$ cat src/rtl/game_pkg.sv
// Shared types, widths and helpers for the whack-a-mole game datapath.
package game_pkg;

    typedef enum logic [1:0] {
        IDLE = 2'd0,
        RUN  = 2'd1,
        OVER = 2'd2
    } state_t;

    localparam int NUM_HOLES = 4;
    localparam int HOLE_W    = 2;
    localparam int SCORE_W   = 8;
    localparam int LIFE_W    = 4;

    // Number of set bits across the holes; at most NUM_HOLES, so 3 bits suffice.
    function automatic logic [2:0] popcnt4(input logic [NUM_HOLES-1:0] v);
        logic [2:0] sum;
        sum = '0;
        for (int i = 0; i < NUM_HOLES; i++) begin
            sum = sum + 3'(v[i]);
        end
        return sum;
    endfunction

    // Counter increment that sticks at all-ones instead of wrapping.
    function automatic logic [SCORE_W-1:0] sat_add(input logic [SCORE_W-1:0] a,
                                                   input logic [2:0]         b);
        logic [SCORE_W:0] s;
        s = {1'b0, a} + {{(SCORE_W-2){1'b0}}, b};
        return s[SCORE_W] ? {SCORE_W{1'b1}} : s[SCORE_W-1:0];
    endfunction

endpackage

$ cat src/rtl/hole_timer.sv
// One hole: lit flag plus life counter, resolving hit > expire > age > spawn.
// hit_ok / expired are decoded from the pre-cycle state so the top can count
// them in the same update that changes this hole.
module hole_timer
    import game_pkg::*;
#(
    parameter int LIFE_TICKS = 8
) (
    input  logic dclk,
    input  logic rst,
    input  logic clear,
    input  logic spawn,
    input  logic tick,
    input  logic hit,
    output logic active,
    output logic hit_ok,
    output logic expired
);

    localparam logic [LIFE_W-1:0] LIFE_INIT = LIFE_W'(LIFE_TICKS);

    logic [LIFE_W-1:0] life;

    assign hit_ok  = hit & active;
    assign expired = tick & active & ~hit & (life == LIFE_W'(1));

    // Hole state: clear wins, then hit, expiry, aging, and spawn onto a dark hole.
    always_ff @(posedge dclk or posedge rst) begin
        if (rst) begin
            active <= 1'b0;
            life   <= '0;
        end else if (clear || hit_ok || expired) begin
            active <= 1'b0;
            life   <= '0;
        end else if (tick && active) begin
            life <= life - LIFE_W'(1);
        end else if (spawn && !active) begin
            active <= 1'b1;
            life   <= LIFE_INIT;
        end
    end

endmodule

$ cat src/rtl/mole_spawner.sv
// Game controller: spawns targets from the random hole index on each tick,
// scores hits, counts expired targets and ends the game at MAX_MISS misses.
module mole_spawner
    import game_pkg::*;
#(
    parameter int LIFE_TICKS = 8,
    parameter int MAX_MISS   = 3
) (
    input  logic       dclk,
    input  logic       rst,
    input  logic       start,
    input  logic       tick,
    input  logic [1:0] num,
    input  logic [3:0] hit,
    output logic [3:0] active,
    output logic [7:0] score,
    output logic [7:0] miss_cnt,
    output logic       game_over
);

    localparam logic [SCORE_W-1:0] MISS_LIM = SCORE_W'(MAX_MISS);

    state_t               state, state_nxt;
    logic [SCORE_W-1:0]   score_nxt, miss_nxt;
    logic                 run, go_over, clear;
    logic [NUM_HOLES-1:0] hit_ok, expired;

    // Holes only see tick/hit while a game is running; start overrides both.
    assign run   = (state == RUN) && !start;
    // Holes are held dark outside RUN, on restart, and on the final miss.
    assign clear = (state != RUN) || start || go_over;

    for (genvar i = 0; i < NUM_HOLES; i++) begin : g_hole
        hole_timer #(.LIFE_TICKS(LIFE_TICKS)) u_hole (
            .dclk    (dclk),
            .rst     (rst),
            .clear   (clear),
            .spawn   (run && tick && (num == HOLE_W'(i))),
            .tick    (run && tick),
            .hit     (run && hit[i]),
            .active  (active[i]),
            .hit_ok  (hit_ok[i]),
            .expired (expired[i])
        );
    end

    assign game_over = (state == OVER);

    // Next state and counter values; restart clears both counters.
    always_comb begin
        state_nxt = state;
        score_nxt = score;
        miss_nxt  = miss_cnt;
        go_over   = 1'b0;
        case (state)
            IDLE: begin
                if (start) begin
                    state_nxt = RUN;
                    score_nxt = '0;
                    miss_nxt  = '0;
                end
            end
            RUN: begin
                if (start) begin
                    score_nxt = '0;
                    miss_nxt  = '0;
                end else begin
                    score_nxt = sat_add(score, popcnt4(hit_ok));
                    miss_nxt  = sat_add(miss_cnt, popcnt4(expired));
                    if (miss_nxt >= MISS_LIM) begin
                        state_nxt = OVER;
                        go_over   = 1'b1;
                    end
                end
            end
            OVER: begin
                if (start) begin
                    state_nxt = RUN;
                    score_nxt = '0;
                    miss_nxt  = '0;
                end
            end
            default: state_nxt = IDLE;
        endcase
    end

    // State and counter registers.
    always_ff @(posedge dclk or posedge rst) begin
        if (rst) begin
            state    <= IDLE;
            score    <= '0;
            miss_cnt <= '0;
        end else begin
            state    <= state_nxt;
            score    <= score_nxt;
            miss_cnt <= miss_nxt;
        end
    end

endmodule
$ cat config.mk
export PLATFORM = sky130hd
export DESIGN_NAME = mole_spawner
export DESIGN_NICKNAME = d
export VERILOG_FILES = /design/src/rtl/game_pkg.sv /design/src/rtl/hole_timer.sv /design/src/rtl/mole_spawner.sv
export SDC_FILE = /design/constraint.sdc
export NUM_CORES = 1
export LEC_CHECK = 0
export ABC_AREA = 1
export CAP_MARGIN = 10
export CORE_MARGIN = 4
export CORE_UTILIZATION = 32
export DETAILED_ROUTE_END_ITERATION = 10
export SKIP_LAST_GASP = 1
export SYNTH_ARGS = -nofsm -noshare
export SYNTH_HDL_FRONTEND = slang
export SYNTH_SLANG_ARGS = --single-unit
$ cat constraint.sdc
create_clock -name dclk -period 3 [get_ports dclk]
set_clock_uncertainty 0.1 [all_clocks]
set_input_delay 0.6 -clock dclk [delete_from_list [all_inputs] [get_ports dclk]]
set_output_delay 0.6 -clock dclk [all_outputs]
set_load 0.05 [all_outputs]
-- Word level (Yosys, flattened, before mapping)
Cells that the tools add are included.
- add/subtract/negate cells: 12
- $lt $le $gt $ge: 1
- equal/unequal tests: 17
- multiplexer cells: 38
- bitwise logic cells: 20
- reductions and logical operators: 51
- operators with widths (cell ; count):
    two-way mux 4 bit ; 12
    two-way mux 8 bit ; 5
    case mux 8 bit (2 select lines) ; 2
    adder 8 x 3 -> 9 bit ; 2
    logical AND 1 bit ; 18
    bitwise AND 1 bit ; 16
    equality test 4 x 1 -> 1 bit (second input constant) ; 4
    subtractor 4 x 1 -> 4 bit (second input constant) ; 4
    two-way mux 1 bit ; 15
    inequality test 2 x 1 -> 1 bit (second input constant) ; 7
    nonzero test 3 bit ; 4
    logical OR 1 bit ; 10
    AND reduction 2 bit ; 5
    nonzero test 2 bit ; 5
    >= comparator 8 x 2 -> 1 bit (second input constant) ; 1
    adder 2 x 1 -> 3 bit ; 2
    adder 3 x 1 -> 3 bit ; 2
    equality test 2 bit (second input constant) ; 3
    two-way mux 2 bit ; 3
    logical NOT 1 bit ; 5
    adder 1 x 1 -> 2 bit ; 2
    equality test 2 x 1 -> 1 bit (second input constant) ; 2
    logical NOT 2 bit ; 2
    inverter 1 bit ; 4
    4 further kinds ; 4
- register bits after elaboration: 38
- bits of input ports: 10
- output and inout port bits: 21
- logic and storage cells: 150

-- Depth between registers and ports, before layout
- depth in word-level cells: 20
- mapped depth: 22
- depth with buffers taken out: 22

-- Hierarchy
Synthesis repeated with hierarchy kept, for this count alone.
- cells, all modules: 390
- area, all modules: 2835.2 um^2
- modules (own cells, without submodules) (module ; instances ; cells an instance ; area each (um^2) ; seq. area each (um^2)):
    hole_timer ; 4 ; 52 ; 371.6 ; 125.1
    mole_spawner ; 1 ; 182 ; 1348.8 ; 450.4

-- Worst setup path before layout
No wires, ideal clock.
- kind: input to register
- start point: in start
- end point: reg g_hole[3].u_hole.life[0]
- library setup time: 0.065 ns
- arrival: 3.393 ns
- data required time: 2.835 ns
- setup slack: -0.558 ns
- stages: 21
- buffers on the path: 0
- path through: inv_1 -> nand2_2 -> clkinv_2 -> nand2_4 -> nor2_1 -> nand4_1 -> fa_1 -> fa_1 -> inv_1 -> fa_1 -> nand2_2 -> nor2_2 -> nand2_2 -> nand2_1 -> nand2_1 -> nand3_2 -> nor2_4 -> nand3_4 -> nor2_4 -> nand3_1 -> nand2_1
- longest elaborated chain between the ends: 19
- elaborated cells between the ends (all ways): 43
- classes of those cells: add/sub (4); order compare (1); mux (6); bitwise (17); reduce/logical (15)
- ends and longest elaborated chain (what ; RTL line ; text):
    start: declaration ; mole_spawner.sv:11 ; input logic start,
    logical NOT 1 bit ; mole_spawner.sv:29 ; assign run = (state == RUN) && !start;
    logical AND 1 bit ; mole_spawner.sv:29 ;
    logical AND 1 bit (on tied branches) ; mole_spawner.sv:38, mole_spawner.sv:39, mole_spawner.sv:40 ;
    bitwise AND 1 bit or inverter 1 bit (tied branches) ; hole_timer.sv:25 ; assign expired = tick & active & ~hit & (life == LIFE_W'(1));
    bitwise AND 1 bit (2 in series) ; hole_timer.sv:25 ;
    adder 1 x 1 -> 2 bit ; game_pkg.sv:20 ; sum = sum + 3'(v[i]);
    adder 2 x 1 -> 3 bit ; game_pkg.sv:20 ;
    adder 3 x 1 -> 3 bit ; game_pkg.sv:20 ;
    adder 8 x 3 -> 9 bit ; game_pkg.sv:29 ; s = {1'b0, a} + {{(SCORE_W-2){1'b0}}, b};
    two-way mux 8 bit ; game_pkg.sv:30 ; return s[SCORE_W] ? {SCORE_W{1'b1}} : s[SCORE_W-1:0];
    >= comparator 8 x 2 -> 1 bit ; mole_spawner.sv:70 ; if (miss_nxt >= MISS_LIM) begin
    two-way mux 1 bit ; mole_spawner.sv:70 ;
    two-way mux 1 bit ; mole_spawner.sv:64 ; if (start) begin
    two-way mux 1 bit ; mole_spawner.sv:55 ; case (state)
    logical OR 1 bit ; mole_spawner.sv:31 ; assign clear = (state != RUN) || start || go_over;
    logical OR 1 bit (2 in series) ; hole_timer.sv:32 ; end else if (clear || hit_ok || expired) begin
    nonzero test 3 bit (no source line) or two-way mux 4 bit (tied branches) ; - ;
    end signal: assignment ; hole_timer.sv:36 ; life <= life - LIFE_W'(1);
    end: declaration ; hole_timer.sv:22 ; logic [LIFE_W-1:0] life;
Parallel ways exist; a longest one is shown, timed or not.
A chain may end at the register's enable or synchronous reset.

-- Worst setup path after layout
- start point: reg state[0]
- end point: reg g_hole[3].u_hole.life[1]
- longest elaborated chain between the ends: 19
- elaborated cells between the ends (all ways): 44
- classes of those cells: add/sub (4); order compare (1); eq/ne (2); mux (6); bitwise (17); reduce/logical (14)
- ends and longest elaborated chain (what ; RTL line ; text):
    start: declaration ; mole_spawner.sv:23 ; state_t state, state_nxt;
    start signal: assignment ; mole_spawner.sv:94 ; state <= state_nxt;
    equality test 2 x 1 -> 1 bit ; mole_spawner.sv:29, mole_spawner.sv:55 ;
    logical AND 1 bit ; mole_spawner.sv:29 ;
    logical AND 1 bit (on tied branches) ; mole_spawner.sv:38, mole_spawner.sv:39, mole_spawner.sv:40 ;
    bitwise AND 1 bit or inverter 1 bit (tied branches) ; hole_timer.sv:25 ;
    bitwise AND 1 bit (2 in series) ; hole_timer.sv:25 ;
    adder 1 x 1 -> 2 bit ; game_pkg.sv:20 ;
    adder 2 x 1 -> 3 bit ; game_pkg.sv:20 ;
    adder 3 x 1 -> 3 bit ; game_pkg.sv:20 ;
    adder 8 x 3 -> 9 bit ; game_pkg.sv:29 ;
    two-way mux 8 bit ; game_pkg.sv:30 ;
    >= comparator 8 x 2 -> 1 bit ; mole_spawner.sv:70 ;
    two-way mux 1 bit ; mole_spawner.sv:70 ;
    two-way mux 1 bit ; mole_spawner.sv:64 ;
    two-way mux 1 bit ; mole_spawner.sv:55 ;
    logical OR 1 bit ; mole_spawner.sv:31 ;
    logical OR 1 bit (2 in series) ; hole_timer.sv:32 ;
    nonzero test 3 bit (no source line) or two-way mux 4 bit (tied branches) ; - ;
Parallel ways exist; a longest one is shown, timed or not.

==> metrics.cfg <==
[floorplanning]
core_um2 = 7730
chipHeight_um = 97.4
start_util_pct = 33.1
die_x_um = 97.4
dieArea_um2 = 9480
pin_count = 31
rows = 32

[worst_setup_path]
cp-start-kind = flop
worst-path-max-fanout = 4
worstPathArrival_ps = 3640
regToRegSetupSlack_ps = -500
critical_path_class = flop to flop
endpoint_kind = flop
worstPathRequired_ps = 3140

[timing]
fin_crit_sh_pct = 117
rsz0062_at_grt = yes
slew_headroom_pct = 52.6
whs_ps = 439
drv_slew = 0
fin_ws_ps = -496
hold_violations = 0
worstMarginPinSlew_ps = 712
layout_min_cycle_time_ps = 3500
fmax_mhz = 286
setup_viol_count_final = 31

[detailed_routing]
ant_nets = 0
wl_per_cell_um = 12.7
first_iter_violations = 57
routed-via-count = 2345
totalWireLength_mm = 6.40
via_per_inst = 4.65
firstDrtPassIters = 4
drc = 0

[run]
max-cap-violations = 0

[logic_synthesis]
netlist_instances = 314
syn-num-nets = 340
synth.distinct_cells = 41
synth_edf_count = 0
yosysTopAreaCell = dfrtp_1
synth_area_leaders = dfrtp_1, nand2_1, inv_1
yosysSeqAreaShare_pct = 37.2
post-synth-top-area-fraction_pct = 37.2
ys_ff_latch = 38
synthArstFlopShare_pct = 100
synth_common_cells = nand2_1, inv_1, dfrtp_1
yosys_warnings = 0
synthFlopType = dfrtp_1
synth_most_common_cell = nand2_1
syn_avg_cell_area_um2 = 8.14
syn_area_um2 = 2550

[placement]
io_buffers = 30
place_congestion = 0.866
dp_hpwl_mm = 4.68

[cells_and_area]
antenna_cells = 0
drive_above_1_share_pct = 35.3
regArea_um2 = 951
nNetsFinal = 427
area_growth_syn_to_layout_pct = 46.3
fillers = 740
multi_input_area_um2 = 1600

[clock_tree]
cts-root-buf = clkbuf_8
cts_tree = done
cts_made_buffers = 5
cts_hold_buffers = 0
cts-htree-levels = 2
cts_buffer_depth = 2
clkTransAtPathRegs_ps = 90
insertion_delay_ps = 300
clock_sinks = 38

[min_path]
hp-class = flop to flop

[status]
violations = setup timing
outcome = complete, but fails checks

[pwr]
leakage_nw = 1.68
pwr_density_cell_nw_per_um2 = 380
ir_drop_v = 0.000192
combPwrFrac_pct = 34.3
p_total_mw = 1.42
clkPwrFrac_pct = 27.0
switching_share_pct = 36.0
internal_power_mw = 0.908
power_frac_seq_pct = 38.7
switchingPower_mw = 0.511

[global_routing]
grt_max_degree = 39
grt_pass1_wl_mm = 11.0
grt.total_usage_pct = 14.0
antenna_found_initial = 0
grt_pass1_vias = 2383
grt_remaining_overflow = 0

## cells by family after synthesis
family,share of synthesized area (%)
AND/OR/NAND/NOR,30.9
AO/OA/AOI/OAI,10.4
flip-flops,37.2
buffers and inverters,9.16
adder cells (fa/ha/maj),9.60
XOR/XNOR,2.74
## per-layer routing
| layer | global-route usage [%] | part of all wire (%) | vias to the layer above | wire length, um |
|---|---|---|---|---|
| met5 | 0 | 0 | - | 0 |
| met4 | 4.58 | 1.2 | 0 | 78 |
| met3 | 2.30 | 1.9 | 7 | 121 |
| met2 | 23.6 | 50 | 26 | 3210 |
| met1 | 18.4 | 47 | 1132 | 2990 |
| li1 | - | - | 1180 | - |
## layout by cell type, fill, tap and decap left out, types with 3 or more instances in the layout
master	synthesis	routed
clkbuf_8	0	6
o21ai_2	2	3
fa_2	0	4
nor2_4	7	10
nor3_1	10	8
buf_4	4	50
nand2_2	6	6
o21ai_1	1	7
ha_1	10	10
xor2_1	6	6
nand2_1	49	44
nor2_1	29	23
nand3_1	20	7
nor2_2	9	12
o21ai_0	23	16
clkdlybuf4s50_1	0	27
buf_6	1	7
a21oi_1	13	13
nand4_1	4	4
nand3_2	4	14
inv_1	45	41
nand2_4	1	4
dfrtp_1	38	38
inv_2	2	4
nand3_4	1	4
## per-stage QoR
step                      cells  utilization [%]  TNS [ps]  cell area [um^2]  setup slack [ps]
final                       504             48.4    -10530              3740              -496
after global routing        504             48.4    -18170              3740              -735
after CTS                   497             46.7    -10390              3610              -519
after detailed placement    484             43.6    -37550              3370             -1220
after global placement      484             43.6    -35080              3370             -1120
after floorplan             314                -    -10190              2650              -499
## timing repair
item                       4_1_cts  5_1_grt
gates resized for setup         34       22
pin swaps                       26       15
cloned                           0        0
buffers inserted                 5        9
setup endpoints to repair       38       38
## registers in the layout, indices dropped and copies added (netlist names)
register	cells
state	2
g_hole.u_hole.active	4
g_hole.u_hole.life	16
score	8
miss_cnt	8
## layout make-up
| class | count | share of cell area, % |
|---|---|---|
| sequential | 38 | 25.4 |
| clock buffer | 6 | 2.21 |
| clock inverter | 2 | 0.335 |
| tap | 102 | 3.41 |
| timing repair buffer | 87 | 20.0 |
| multi-input combinational | 220 | 42.9 |
| inverter | 49 | 5.76 |
## worst max-delay path, stage by stage (launching register included)
cell      delay (ps)
dfrtp_1          360
inv_2             60
nor2_4           170
nand2_8           80
clkinv_8          60
nand2_8           60
nor2_4           120
nand4_1          130
fa_1             540
fa_2             200
inv_2             40
fa_2             370
or2_1            260
nand2_1           70
nand4_1          130
nor2_4           150
nand3_4          120
nor2_4           180
buf_6            130
nand3_2           50
nand2_1           60
## power by group through the flow
stage | combinational, mW | sequential [mW] | clock, mW
after floorplan | 0.271 | 0.566 | 0
after global placement | 0.415 | 0.560 | 0
after detailed placement | 0.421 | 0.559 | 0
after CTS | 0.456 | 0.550 | 0.396
after global routing | 0.530 | 0.553 | 0.417
final | 0.487 | 0.550 | 0.383
## path summary, 6_finish.rpt
path | from | endpoint | cells past startpoint
min in group asynchronous | rst | g_hole[0].u_hole.life[3] | 3
setup / recovery | state[0] | g_hole[3].u_hole.life[1] | 20
setup reg to reg | state[0] | g_hole[3].u_hole.life[1] | 20
max in group asynchronous | rst | g_hole[2].u_hole.active | 3
hold reg to reg | g_hole[1].u_hole.life[1] | g_hole[1].u_hole.life[1] | 2
hold / removal | g_hole[1].u_hole.life[1] | g_hole[1].u_hole.life[1] | 2
No activity file was read; power rests on OpenSTA's default activity.
